==> config.mk <==
export PLATFORM = sky130hd
export DESIGN_NAME = axil_master
export DESIGN_NICKNAME = d
export VERILOG_FILES = /design/src/rtl/axil_pkg.sv /design/src/rtl/axil_watchdog.sv /design/src/rtl/axil_master.sv
export SDC_FILE = /design/constraint.sdc
export NUM_CORES = 1
export LEC_CHECK = 0
export ABC_AREA = 1
export CAP_MARGIN = 15
export CELL_PAD_IN_SITES_DETAIL_PLACEMENT = 1
export CELL_PAD_IN_SITES_GLOBAL_PLACEMENT = 2
export CORE_UTILIZATION = 21
export CTS_CLUSTER_DIAMETER = 100
export DETAILED_ROUTE_END_ITERATION = 12
export PLACE_DENSITY = 0.87
export SYNTH_ARGS = -nofsm -noshare
export SYNTH_HDL_FRONTEND = slang
export SYNTH_SLANG_ARGS = --single-unit
==> constraint.sdc <==
create_clock -name m_axi_aclk -period 2.32 [get_ports m_axi_aclk]
set_input_delay 0.348 -clock m_axi_aclk [delete_from_list [all_inputs] [get_ports m_axi_aclk]]
set_output_delay 0.348 -clock m_axi_aclk [all_outputs]
set_load 0.01 [all_outputs]
==> src/rtl/axil_pkg.sv <==
// Shared constants for the AXI4-Lite master slice: bus widths, response codes
// and the FSM state encodings used by axil_master.
package axil_pkg;

  localparam int AXIL_ADDR_W = 24;
  localparam int AXIL_DATA_W = 32;

  localparam logic [1:0] OKAY   = 2'b00;
  localparam logic [1:0] EXOKAY = 2'b01;
  localparam logic [1:0] SLVERR = 2'b10;
  localparam logic [1:0] DECERR = 2'b11;

  typedef logic [2:0] axil_state_t;

  localparam axil_state_t ST_IDLE  = 3'd0;
  localparam axil_state_t ST_WRITE = 3'd1;
  localparam axil_state_t ST_WRESP = 3'd2;
  localparam axil_state_t ST_READ  = 3'd3;
  localparam axil_state_t ST_RDATA = 3'd4;
  localparam axil_state_t ST_RESP  = 3'd5;

endpackage

==> src/rtl/axil_watchdog.sv <==
// Saturating cycle counter that flags a bus handshake taking TIMEOUT cycles.
// A TIMEOUT of 0 disables the watchdog entirely.
module axil_watchdog #(
  parameter int TIMEOUT = 255
) (
  input  logic clk,
  input  logic reset,
  input  logic clear,
  input  logic enable,
  output logic expired
);

  localparam int CW = (TIMEOUT > 0) ? $clog2(TIMEOUT + 1) : 1;
  localparam logic [CW-1:0] LIMIT = CW'(TIMEOUT);
  localparam logic [CW-1:0] LAST  = CW'(TIMEOUT - 1);

  logic [CW-1:0] count;

  always_ff @(posedge clk) begin
    if (reset || clear) begin
      count <= '0;
    end else if (enable && (count != LIMIT)) begin
      count <= count + CW'(1);
    end
  end

  // Fires in the cycle whose closing edge would bring the count up to TIMEOUT.
  assign expired = (TIMEOUT != 0) && enable && (count >= LAST);

endmodule

==> src/rtl/axil_master.sv <==
// AXI4-Lite initiator: turns one local command at a time into a single AXI
// write or read and returns status/data on a local response handshake.
module axil_master
  import axil_pkg::*;
#(
  parameter int ADDR_W  = AXIL_ADDR_W,
  parameter int DATA_W  = AXIL_DATA_W,
  parameter int TIMEOUT = 255
) (
  input  logic                  m_axi_aclk,
  input  logic                  m_axi_areset,

  input  logic                  cmd_valid,
  output logic                  cmd_ready,
  input  logic                  cmd_write,
  input  logic [ADDR_W-1:0]     cmd_addr,
  input  logic [DATA_W-1:0]     cmd_wdata,
  input  logic [DATA_W/8-1:0]   cmd_wstrb,
  input  logic [1:0]            cmd_prot,

  output logic                  rsp_valid,
  input  logic                  rsp_ready,
  output logic                  rsp_write,
  output logic [DATA_W-1:0]     rsp_rdata,
  output logic [1:0]            rsp_resp,
  output logic                  rsp_timeout,

  output logic                  m_axi_awvalid,
  input  logic                  m_axi_awready,
  output logic [ADDR_W-1:0]     m_axi_awaddr,
  output logic [1:0]            m_axi_awprot,
  output logic                  m_axi_wvalid,
  input  logic                  m_axi_wready,
  output logic [DATA_W-1:0]     m_axi_wdata,
  output logic [DATA_W/8-1:0]   m_axi_wstrobe,
  input  logic                  m_axi_bvalid,
  output logic                  m_axi_bready,
  input  logic [1:0]            m_axi_bresp,
  output logic                  m_axi_arvalid,
  input  logic                  m_axi_arready,
  output logic [ADDR_W-1:0]     m_axi_araddr,
  output logic [1:0]            m_axi_arprot,
  input  logic                  m_axi_rvalid,
  output logic                  m_axi_rready,
  input  logic [DATA_W-1:0]     m_axi_rdata,
  input  logic [1:0]            m_axi_rresp
);

  axil_state_t         state, state_next;
  logic [ADDR_W-1:0]   addr_q;
  logic [1:0]          prot_q;
  logic [DATA_W-1:0]   wdata_q;
  logic [DATA_W/8-1:0] wstrb_q;

  logic cmd_hs, rsp_hs, aw_hs, w_hs, b_hs, ar_hs, r_hs;
  logic aw_done, w_done;
  logic wd_enable, wd_clear, wd_expired;
  logic timeout_now;

  assign cmd_hs = cmd_valid & cmd_ready;
  assign rsp_hs = rsp_valid & rsp_ready;
  assign aw_hs  = m_axi_awvalid & m_axi_awready;
  assign w_hs   = m_axi_wvalid & m_axi_wready;
  assign b_hs   = m_axi_bvalid & m_axi_bready;
  assign ar_hs  = m_axi_arvalid & m_axi_arready;
  assign r_hs   = m_axi_rvalid & m_axi_rready;

  // A channel counts as done once its valid has dropped or it handshakes now.
  assign aw_done = ~m_axi_awvalid | aw_hs;
  assign w_done  = ~m_axi_wvalid | w_hs;

  assign m_axi_awaddr  = addr_q;
  assign m_axi_araddr  = addr_q;
  assign m_axi_awprot  = prot_q;
  assign m_axi_arprot  = prot_q;
  assign m_axi_wdata   = wdata_q;
  assign m_axi_wstrobe = wstrb_q;

  // Handshakes are tested before the watchdog so a last-cycle handshake wins.
  always_comb begin
    state_next  = state;
    timeout_now = 1'b0;
    case (state)
      ST_IDLE: begin
        if (cmd_hs) state_next = cmd_write ? ST_WRITE : ST_READ;
      end
      ST_WRITE: begin
        if (aw_done && w_done) begin
          state_next = ST_WRESP;
        end else if (wd_expired) begin
          state_next  = ST_RESP;
          timeout_now = 1'b1;
        end
      end
      ST_WRESP: begin
        if (b_hs) begin
          state_next = ST_RESP;
        end else if (wd_expired) begin
          state_next  = ST_RESP;
          timeout_now = 1'b1;
        end
      end
      ST_READ: begin
        if (ar_hs) begin
          state_next = ST_RDATA;
        end else if (wd_expired) begin
          state_next  = ST_RESP;
          timeout_now = 1'b1;
        end
      end
      ST_RDATA: begin
        if (r_hs) begin
          state_next = ST_RESP;
        end else if (wd_expired) begin
          state_next  = ST_RESP;
          timeout_now = 1'b1;
        end
      end
      ST_RESP: begin
        if (rsp_hs) state_next = ST_IDLE;
      end
      default: state_next = ST_IDLE;
    endcase
  end

  assign wd_enable = (state == ST_WRITE) || (state == ST_WRESP) ||
                     (state == ST_READ)  || (state == ST_RDATA);
  assign wd_clear  = (state_next != state);

  axil_watchdog #(
    .TIMEOUT (TIMEOUT)
  ) u_watchdog (
    .clk     (m_axi_aclk),
    .reset   (m_axi_areset),
    .clear   (wd_clear),
    .enable  (wd_enable),
    .expired (wd_expired)
  );

  always_ff @(posedge m_axi_aclk) begin
    if (m_axi_areset) begin
      state         <= ST_IDLE;
      cmd_ready     <= 1'b0;
      addr_q        <= '0;
      prot_q        <= '0;
      wdata_q       <= '0;
      wstrb_q       <= '0;
      m_axi_awvalid <= 1'b0;
      m_axi_wvalid  <= 1'b0;
      m_axi_bready  <= 1'b0;
      m_axi_arvalid <= 1'b0;
      m_axi_rready  <= 1'b0;
      rsp_valid     <= 1'b0;
      rsp_write     <= 1'b0;
      rsp_rdata     <= '0;
      rsp_resp      <= OKAY;
      rsp_timeout   <= 1'b0;
    end else begin
      state <= state_next;
      case (state)
        ST_IDLE: begin
          cmd_ready <= ~cmd_hs;
          if (cmd_hs) begin
            addr_q        <= cmd_addr;
            prot_q        <= cmd_prot;
            wdata_q       <= cmd_wdata;
            wstrb_q       <= cmd_wstrb;
            rsp_write     <= cmd_write;
            m_axi_awvalid <= cmd_write;
            m_axi_wvalid  <= cmd_write;
            m_axi_arvalid <= ~cmd_write;
          end
        end
        ST_WRITE: begin
          if (aw_hs) m_axi_awvalid <= 1'b0;
          if (w_hs) m_axi_wvalid <= 1'b0;
          if (aw_done && w_done) m_axi_bready <= 1'b1;
        end
        ST_WRESP: begin
          if (b_hs) begin
            m_axi_bready <= 1'b0;
            rsp_valid    <= 1'b1;
            rsp_resp     <= m_axi_bresp;
            rsp_rdata    <= '0;
            rsp_timeout  <= 1'b0;
          end
        end
        ST_READ: begin
          if (ar_hs) begin
            m_axi_arvalid <= 1'b0;
            m_axi_rready  <= 1'b1;
          end
        end
        ST_RDATA: begin
          if (r_hs) begin
            m_axi_rready <= 1'b0;
            rsp_valid    <= 1'b1;
            rsp_resp     <= m_axi_rresp;
            rsp_rdata    <= m_axi_rdata;
            rsp_timeout  <= 1'b0;
          end
        end
        ST_RESP: begin
          if (rsp_hs) begin
            rsp_valid <= 1'b0;
            cmd_ready <= 1'b1;
          end
        end
        default: cmd_ready <= 1'b0;
      endcase

      // A hung handshake is abandoned: every AXI valid/ready is pulled down.
      if (timeout_now) begin
        m_axi_awvalid <= 1'b0;
        m_axi_wvalid  <= 1'b0;
        m_axi_bready  <= 1'b0;
        m_axi_arvalid <= 1'b0;
        m_axi_rready  <= 1'b0;
        rsp_valid     <= 1'b1;
        rsp_resp      <= SLVERR;
        rsp_rdata     <= '0;
        rsp_timeout   <= 1'b1;
      end
    end
  end

endmodule

Word-level counts from Yosys, hierarchy flattened:

Cells that the tools add are included.

* flip-flop bits (word level): 116
* bits of input ports: 108
* output and inout port bits: 131

* bitwise logic cells: 14
* equality and inequality tests: 18
* mux-type cells: 45
* add/subtract/negate cells: 1
* order comparisons: 1
* reductions and logical operators: 27

Operators with widths (number)
* $mux W32: 2
* $pmux W32 S2: 1
* $mux W3: 7
* $reduce_and A3 Y1: 7
* $mux W1: 20
* $pmux W3 S6: 1
* $ne A2 B2 Y1 const B: 8
* $pmux W1 S2: 6
* $reduce_bool A2 Y1: 5
* $ne A3 B3 Y1 const B: 3
* $add A8 B1 Y8 const B: 1
* $ge A8 B8 Y1 const B: 1
* $mux W2: 4
* $ne A8 B8 Y1 const B: 1
* $and A1 B1 Y1: 7
* $eq A3 B2 Y1 const B: 2
* $eq A3 B3 Y1 const B: 2
* $pmux W1 S3: 2
* $not A1 Y1: 5
* $logic_or A1 B1 Y1: 4
* $pmux W1 S4: 1
* $pmux W2 S2: 1
* $reduce_and A2 Y1: 2
* $reduce_and A4 Y1: 1
* 9 further kinds: 12

Depth between registers and ports, before layout:

* depth in word-level cells: 10
* gate-level depth with buffers: 15
* depth with buffers taken out: 15

Modules after synthesis:

A second synthesis with hierarchy kept.

* cell total of the unflattened synthesis: 652
* area total of the unflattened synthesis: 4958.5 µm²

By module, submodules not included
* axil_master: cells each 581, times used 1, area an instance 4495.6 µm², seq. area each 2162.1 µm²
* axil_watchdog: cells each 71, times used 1, area an instance 462.9 µm², seq. area each 160.2 µm²

Least setup slack after synthesis:

OpenSTA, ideal clock, no wires.

* path kind: register to register
* start: register u_watchdog.count[0]
* end: register m_axi_wvalid
* stages on the path, launching flop included: 14
* path buffers: 2
* data arrival time: 1.494 ns
* library setup time: 0.120 ns
* slack: 0.706 ns
* cells stage by stage: dfxtp_1 > inv_1 > ha_1 > inv_1 > nand2_1 > nand2_1 > nor2_1 > nand2_2 > a31oi_2 > nor2_4 > nand2_1 > buf_6 > buf_6 > a21oi_2

* cells in the longest elaborated chain, start to end: 6
* elaborated cells on any way between the ends: 9
* classes of those cells: order compare (1); mux (6); reduce/logical (2)

Ends and longest elaborated chain
* start, declared: RTL line axil_watchdog.sv:17 `logic [CW-1:0] count;`
* start signal, assigned: RTL line axil_watchdog.sv:23 `count <= count + CW'(1);`
* $ge A8 B8 Y1 (*): RTL line axil_watchdog.sv:28 `assign expired = (TIMEOUT != 0) && enable && (count >= LAST);`
* $logic_and A1 B1 Y1 (*): RTL line axil_watchdog.sv:28
* $mux W1 (*)
* $mux W1 (on tied branches)
* $pmux W1 S4 (*): RTL line axil_master.sv:83 `case (state)`
* $reduce_or A2 Y1 (no source line) (*)
* end signal, assigned: RTL line axil_master.sv:170 `m_axi_wvalid <= cmd_write;`
* end, declared: RTL line axil_master.sv:32 `output logic m_axi_wvalid,`

Every way passes the cells marked *; elsewhere a longest branch is shown, timed or not.
A chain may end at the register's enable or synchronous reset.

Worst setup path after layout:

* start: register state[2]
* end: register rsp_rdata[22]

* cells in the longest elaborated chain, start to end: 9
* elaborated cells on any way between the ends: 20
* classes of those cells: eq/ne (6); mux (7); reduce/logical (7)

Ends and longest elaborated chain
* start, declared: RTL line axil_master.sv:49 `axil_state_t state, state_next;`
* start signal, assigned: RTL line axil_master.sv:159 `state <= state_next;`
* $eq A3 B1 Y1 or $eq A3 B2 Y1 (tied branches): RTL line axil_master.sv:83, axil_master.sv:126, axil_master.sv:160
* $logic_or A1 B1 Y1 (2 in a row): RTL line axil_master.sv:126 `assign wd_enable = (state == ST_WRITE) || (state == ST_WRESP) ||`
* $logic_or A1 B1 Y1: RTL line axil_master.sv:127 `(state == ST_READ) || (state == ST_RDATA);`
* $logic_and A1 B1 Y1: RTL line axil_watchdog.sv:28
* $mux W1
* $mux W1 (on tied branches)
* $pmux W1 S4: RTL line axil_master.sv:83
* $reduce_or A2 Y1 (no source line)
* end signal, assigned: RTL line axil_master.sv:199 `rsp_rdata <= m_axi_rdata;`
* end, declared: RTL line axil_master.sv:24 `output logic [DATA_W-1:0] rsp_rdata,`

Parallel ways exist; a longest one is shown, timed or not.

==> metrics.md <==
| Metric | Value |
|---|---|
| Site row count | 55 |
| Sequential fraction of the synthesis area | between 40% and 50% |
| Largest net degree at the start of global routing | 65 |
| GRT Residual Overflow | 0 |
| Hpwl dp | ~12 mm |
| Area contributors post-synth | dfxtp_1, nor2_1, o21ai_0, nand2_1, nand3_1 |
| Syn-to-layout area delta | 64.5% |
| Mean Syn Cell Area | approximately 7.6 um^2 |
| Die height | between 150 and 200 um |
| R2R depth | 8 |
| Antenna viol nets, final | 0 |
| H-tree Lvls | 4 |
| Clk_lat worst skew | between 400 and 500 ps |
| Post-Synthesis Net Count | approximately 750 |
| Crit share post-route | between 80% and 90% |
| Worst hold endpoint | rsp_rdata[23]$_SDFFE_PP0P_ |
| Area share of the largest cell type after synthesis | approximately 47% |
| Simple-Gate Fraction of Synth Area | 26.6% |
| Largest family of logic cells by synthesized area | simple AND/OR/NAND/NOR gates |
| Die area | 0.0239 mm^2 |
| FMAX | 499 MHz |
| First-pass DRT Iterations | 4 |
| Post-CTS Setup Inserts | 0 |
| Total Wirelength | 17.1 mm |
| Worst r2r src | state[2]$_SDFF_PP0_ |
| Synth area leader | dfxtp_1 |
| Die X | approximately 150 um |
| Vias in the first global route | approximately 5200 |
| Adder-cell share of the synthesized area | 0.512% |
| Yosys warning count | 0 |
| Via density | between 4 and 5 |
| CP max FO | 35 |
| Initial antenna violation count | 0 |
| Leak pwr | 0.00308 uW |
| Post-cts resize count | 0 |
| Status | complete, no violations |
| Worst hold path type | register to register |
| CTS Hold Bufs | 0 |
| Initial drt markers | between 150 and 200 |
| Area occupied by registers | between 0.002 and 0.0025 mm^2 |
| Worst slack, placed | around 180 ps |
| Net count, final | 963 |
| CP Data Arrival Time | between 2000 and 2500 ps |
| Gate Count Post-Synth | 644 |
| Maximum vdd drop | 0.405 mV |
| Drt drc | 0 |
| Port buffer count | 238 |
| Routability Congestion | between 0.7 and 0.8 |
| R2r setup slk | 310 ps |
| Multi-input logic area | roughly 0.0021 mm^2 |
| Hold path startpoint | rsp_rdata[23]$_SDFFE_PP0P_ |
| Distinct cell type count after synthesis | 33 |
| Setup_tns | 0 ps |
| Ports | ~240 |
| # setup viols final | 0 |
| GRT Total Usage | about 14% |
| Mux cell area share after synthesis | 0% |
| Worst endpoint required time | 2610 ps |
| Tmin final | about 2000 ps |
| R2r endpoint | rsp_rdata[22]$_SDFFE_PP0P_ |
| Synth Area in Compound Gates | roughly 14% |
| Area share of xor/xnor cells in the synthesized design | less than 1% |
| Post-layout util | 35.4% |
| Clock buffer depth | 2 |
| Unrepaired setup endpoints after global routing | no |
| Cts bufs inserted | 17 |
| Initial Util | between 20% and 30% |
| Max_cap viols | 0 |
| Wire per inst | between 10 and 15 um |
| First-pass GRT wire length | between 20 and 30 mm |
| Worst slew margin | a little over two thirds |
| CTS Sinks | ~120 |
| Pwr dens | roughly 770 mW/mm^2 |
| Layout filler cell count | 2679 |
| Ratio of cells with drive above 1 in the final layout | 11.1% |
| Crit path capture type | register |
| Worst Setup Start Kind | register |
| Reg clk slew, reported paths | 60 ps |
| Core area | approximately 0.023 mm^2 |
| Hold Fails Final Rpt | 0 |
| CTS tree | yes |
| Vias | approximately 5000 |
| Final setup margin | ~310 ps |
| Mapped Area | between 0.004 and 0.005 mm^2 |
| Worst hold stages | 2 |
| Inserted Diodes | 0 |
| Seq cells post-synth | ~120 |
| Worst-margin pin slew | around 440 ps |
| Max Slew Vio Count | 0 |
| Clk_skew | 10.5 ps |
| Clk root buf | clkbuf_16 |
| CP Class | register to register |
[cell type report]
cell class	count	share of cell area [%]
Clock inverter	13	2.57
Sequential cell	116	28.9
Inverter	36	1.68
Clock buffer	19	5.38
Multi-Input combinational cell	430	25.8
Timing Repair Buffer	252	31.2
Tap cell	285	4.43
[power by group]
part           internal (uW)  total [uW]  switching, uW
sequential              2130        2220           87.4
combinational            570        1060            488
clock                   1910        2890            985
[state kept, by name, indices dropped and copies added, names as in the netlist, 2 cells and up]
name and cells:
m_axi_wdata 32, rsp_rdata 32, m_axi_araddr 24, u_watchdog.count 8, m_axi_wstrobe 4, state 3, m_axi_arprot 2, rsp_resp 2
[routing by layer]
metal,wire length (um),global-route usage [%]
met3,1490,6.44
met4,169,3.87
met1,7080,16.0
met5,0,0
met2,8330,24.7
[worst max-delay path by stage]
stage	cells past startpoint	end	slack (ps)	startpoint
after global placement	13	u_watchdog.count[6]$_SDFFE_PP0P_	250	m_axi_wready
final	8	rsp_rdata[22]$_SDFFE_PP0P_	310	state[2]$_SDFF_PP0_
after global routing	8	rsp_rdata[28]$_SDFFE_PP0P_	190	state[2]$_SDFF_PP0_
after CTS	8	rsp_rdata[22]$_SDFFE_PP0P_	300	state[2]$_SDFF_PP0_
after detailed placement	13	u_watchdog.count[6]$_SDFFE_PP0P_	180	m_axi_wready
after floorplan	13	m_axi_wvalid$_SDFFE_PP0P_	710	u_watchdog.count[0]$_SDFFE_PP0P_
[cell families after synthesis]
group / count (synthesis)
adders and majority gates: 2
and+or+nand+nor: 302
xor gates and xnor gates: 5
DFF: 116
AOI/OAI and AO/OA: 121
buffers and inverters: 98
[layout by cell type (no fill, tap or decap), types with 2 or more instances in the layout]
cell / n
buf_12: 2
clkinv_4: 2
nand4_1: 2
inv_2: 6
a21oi_1: 25
clkinvlp_4: 2
bufinv_16: 5
dfxtp_1: 116
a21oi_2: 20
nand2_4: 2
clkbuf_16: 17
xor2_1: 2
nand2_1: 82
nand3_1: 45
clkinv_1: 2
inv_1: 28
ha_1: 2
nor3_1: 2
nand3_2: 2
nor2_1: 144
nor2_2: 8
buf_4: 12
nor2_4: 4
clkinv_2: 3
clkdlybuf4s50_1: 238
nand2_2: 8
clkbuf_1: 2
o21ai_0: 71
xnor2_1: 3
[cell usage after synthesis]
master    number
or2_1          1
a31oi_1        1
nor2_4         3
o21ai_0       71
nand2_4        2
xnor2_1        3
buf_1          3
nand2_2        7
a21oi_2       20
dfxtp_1      116
xor2_1         2
clkbuf_1      22
a211o_1        1
inv_2          6
nand2_1       83
o211ai_1       1
clkinv_1       1
buf_2          7
inv_1         29
nor3_1         2
nor2_2         8
nand4_1        2
o21ai_1        1
nand3_2        2
buf_4         27
a21oi_1       25
a31oi_2        1
buf_6          3
ha_1           2
nand3_1       45
and2_1         1
nor2_1       145
nor3_4         1
[worst max-delay path, cell delays in order (launching register included)]
cell and delay [ps]:
dfxtp_1 560, nand2_2 210, inv_2 230, nand2_1 150
nor2_1 210, nor2_4 70, nand2_2 130, buf_12 250
a21oi_1 70
[stage by stage]
step | instance area, um^2 | instances | hold slack [ps] | total power (uW)
CTS | 8040 | 1151 | 463 | 6290
global route | 8040 | 1151 | 486 | 6470
global placement | 7400 | 1119 | 448 | 3320
detailed placement | 7400 | 1119 | 453 | 3330
floorplan | 4890 | 644 | 417 | 2720
finish | 8040 | 1151 | 459 | 6170
(Power assumes the default switching activity.)
==> patch, RTL diff (config.mk and constraints unchanged) <==
`TIMEOUT` is set to 255 in 2 places; all go to 510.
--- a/src/rtl/axil_watchdog.sv
+++ b/src/rtl/axil_watchdog.sv
@@ -3,3 +3,3 @@
 module axil_watchdog #(
-  parameter int TIMEOUT = 255
+  parameter int TIMEOUT = 510
 ) (
--- a/src/rtl/axil_master.sv
+++ b/src/rtl/axil_master.sv
@@ -7,3 +7,3 @@
   parameter int DATA_W  = AXIL_DATA_W,
-  parameter int TIMEOUT = 255
+  parameter int TIMEOUT = 510
 ) (
Behaviour: same outputs for any inputs over 4 cycles, from zero or initial values and one cycle with m_axi_areset high; that may be too few to reach the edited logic, so the function may still have changed.
==> patch against the unedited design <==
First-iteration DRC count increased by 30%. Area after synthesis increased by 1.5%. Core utilization increased by 0.20 points. Count of clock-buffer cells in the layout unchanged. Via count increased by 1.0%. Cell area increased by 1.5%. Sequential cell count increased by 1. Power decreased by 2.2%. Clock power about the same. Routed wire length increased by 0.28%. Setup slack improved by 0.098 ns. Critical path type unchanged. Highest routed layer unchanged.
==> patch: results <==
set metrics [dict create \
    use_met1 0.167 \
    arrival_ns 2.19 \
    met2_usage 0.246 \
    holdWs_ns 0.459 \
    grt_pass1_vias 5213 \
    cpPeakStageDelay_ns 0.43 \
    status "complete, no violations" \
    ys_types 34 \
    synth_area_per_cell_um2 7.52 \
    seq_area_frac 0.287 \
    gp_congestion 0.772 \
    signal_buffers 253 \
    inverters 42 \
    r2r_cells 12 \
    grtUsageTotal 0.144 \
    vias_per_cell 4.20 \
    grtUsageMet3 0.0586 \
    drt_wl_total_um 17100 \
    pre_cts_slack_ns 0.151 \
    clk_share 0.0782 \
    fillCellCount 2778 \
    nMultiInputCombCells 441 \
    ys_top_cells_by_count "nor2_1 (160), dfxtp_1 (117), nand2_1 (84), o21ai_0 (71), nand3_1 (40)" \
    synth-compound-area-share 0.150 \
    dominantRegCellSynth "dfxtp_1" \
    final_util 0.356 \
    leakagePower_uw 0.00313 \
    critPathMaxFanout 28 \
    post_dp_cell_area_um2 7520 \
    yosys.area_share.xor_xnor 0.0124 \
    buffer_area_frac 0.309 \
    regToRegSetupSlack_ns 0.41 \
    drt_iter0_drc 219 \
    timing.rr.end "rsp_rdata[27]$_SDFFE_PP0P_" \
    hpwl_um 12400 \
    grt_pass1_wl_um 27300 \
    final.min_clock_period_ns 1.91 \
    clock-skew-final_ns 0.0146 \
    ys_top_cells_by_area "dfxtp_1 (47%), nor2_1 (12%), o21ai_0 (7.2%)" \
    slew-limit-headroom 0.612 \
    vias 5030 \
    synthAdderAreaFrac 0.00756 \
    dp_cells 1166 \
]
[patch: changes by cell type after synthesis, moves of 4 or more]
cell,change
nor2_1,+15
inv_1,+5
nor3_1,+4
nor2_2,-5
xor2_1,+4
a21oi_1,-4
nand3_1,-5
[patch: worst reg2reg max path, delay by kind of cell (launching register included)]
family | cells | cell delay [ns]
and+or+nand+nor | 6 | 0.59
DFF | 1 | 0.43
buffers and inverters | 3 | 0.31
AOI/OAI and AO/OA | 2 | 0.28
adders and majority gates | 1 | 0.18
[patch: power breakdown]
group	switching [uW]	total (uW)	internal (uW)	leakage, uW
clock network	1040	2880	1840	0.000301
registers	80.8	2220	2130	0.000953
logic	410	932	522	0.00188
[patch: per-layer routing]
layer / part of all wire / wire, um / up-vias
met3: 0.083 / 1430 / 10
met2: 0.47 / 8070 / 171
met1: 0.44 / 7470 / 2332
met5: 0 / 0 / -
met4: 0.0090 / 154 / 0
li1: - / - / 2517
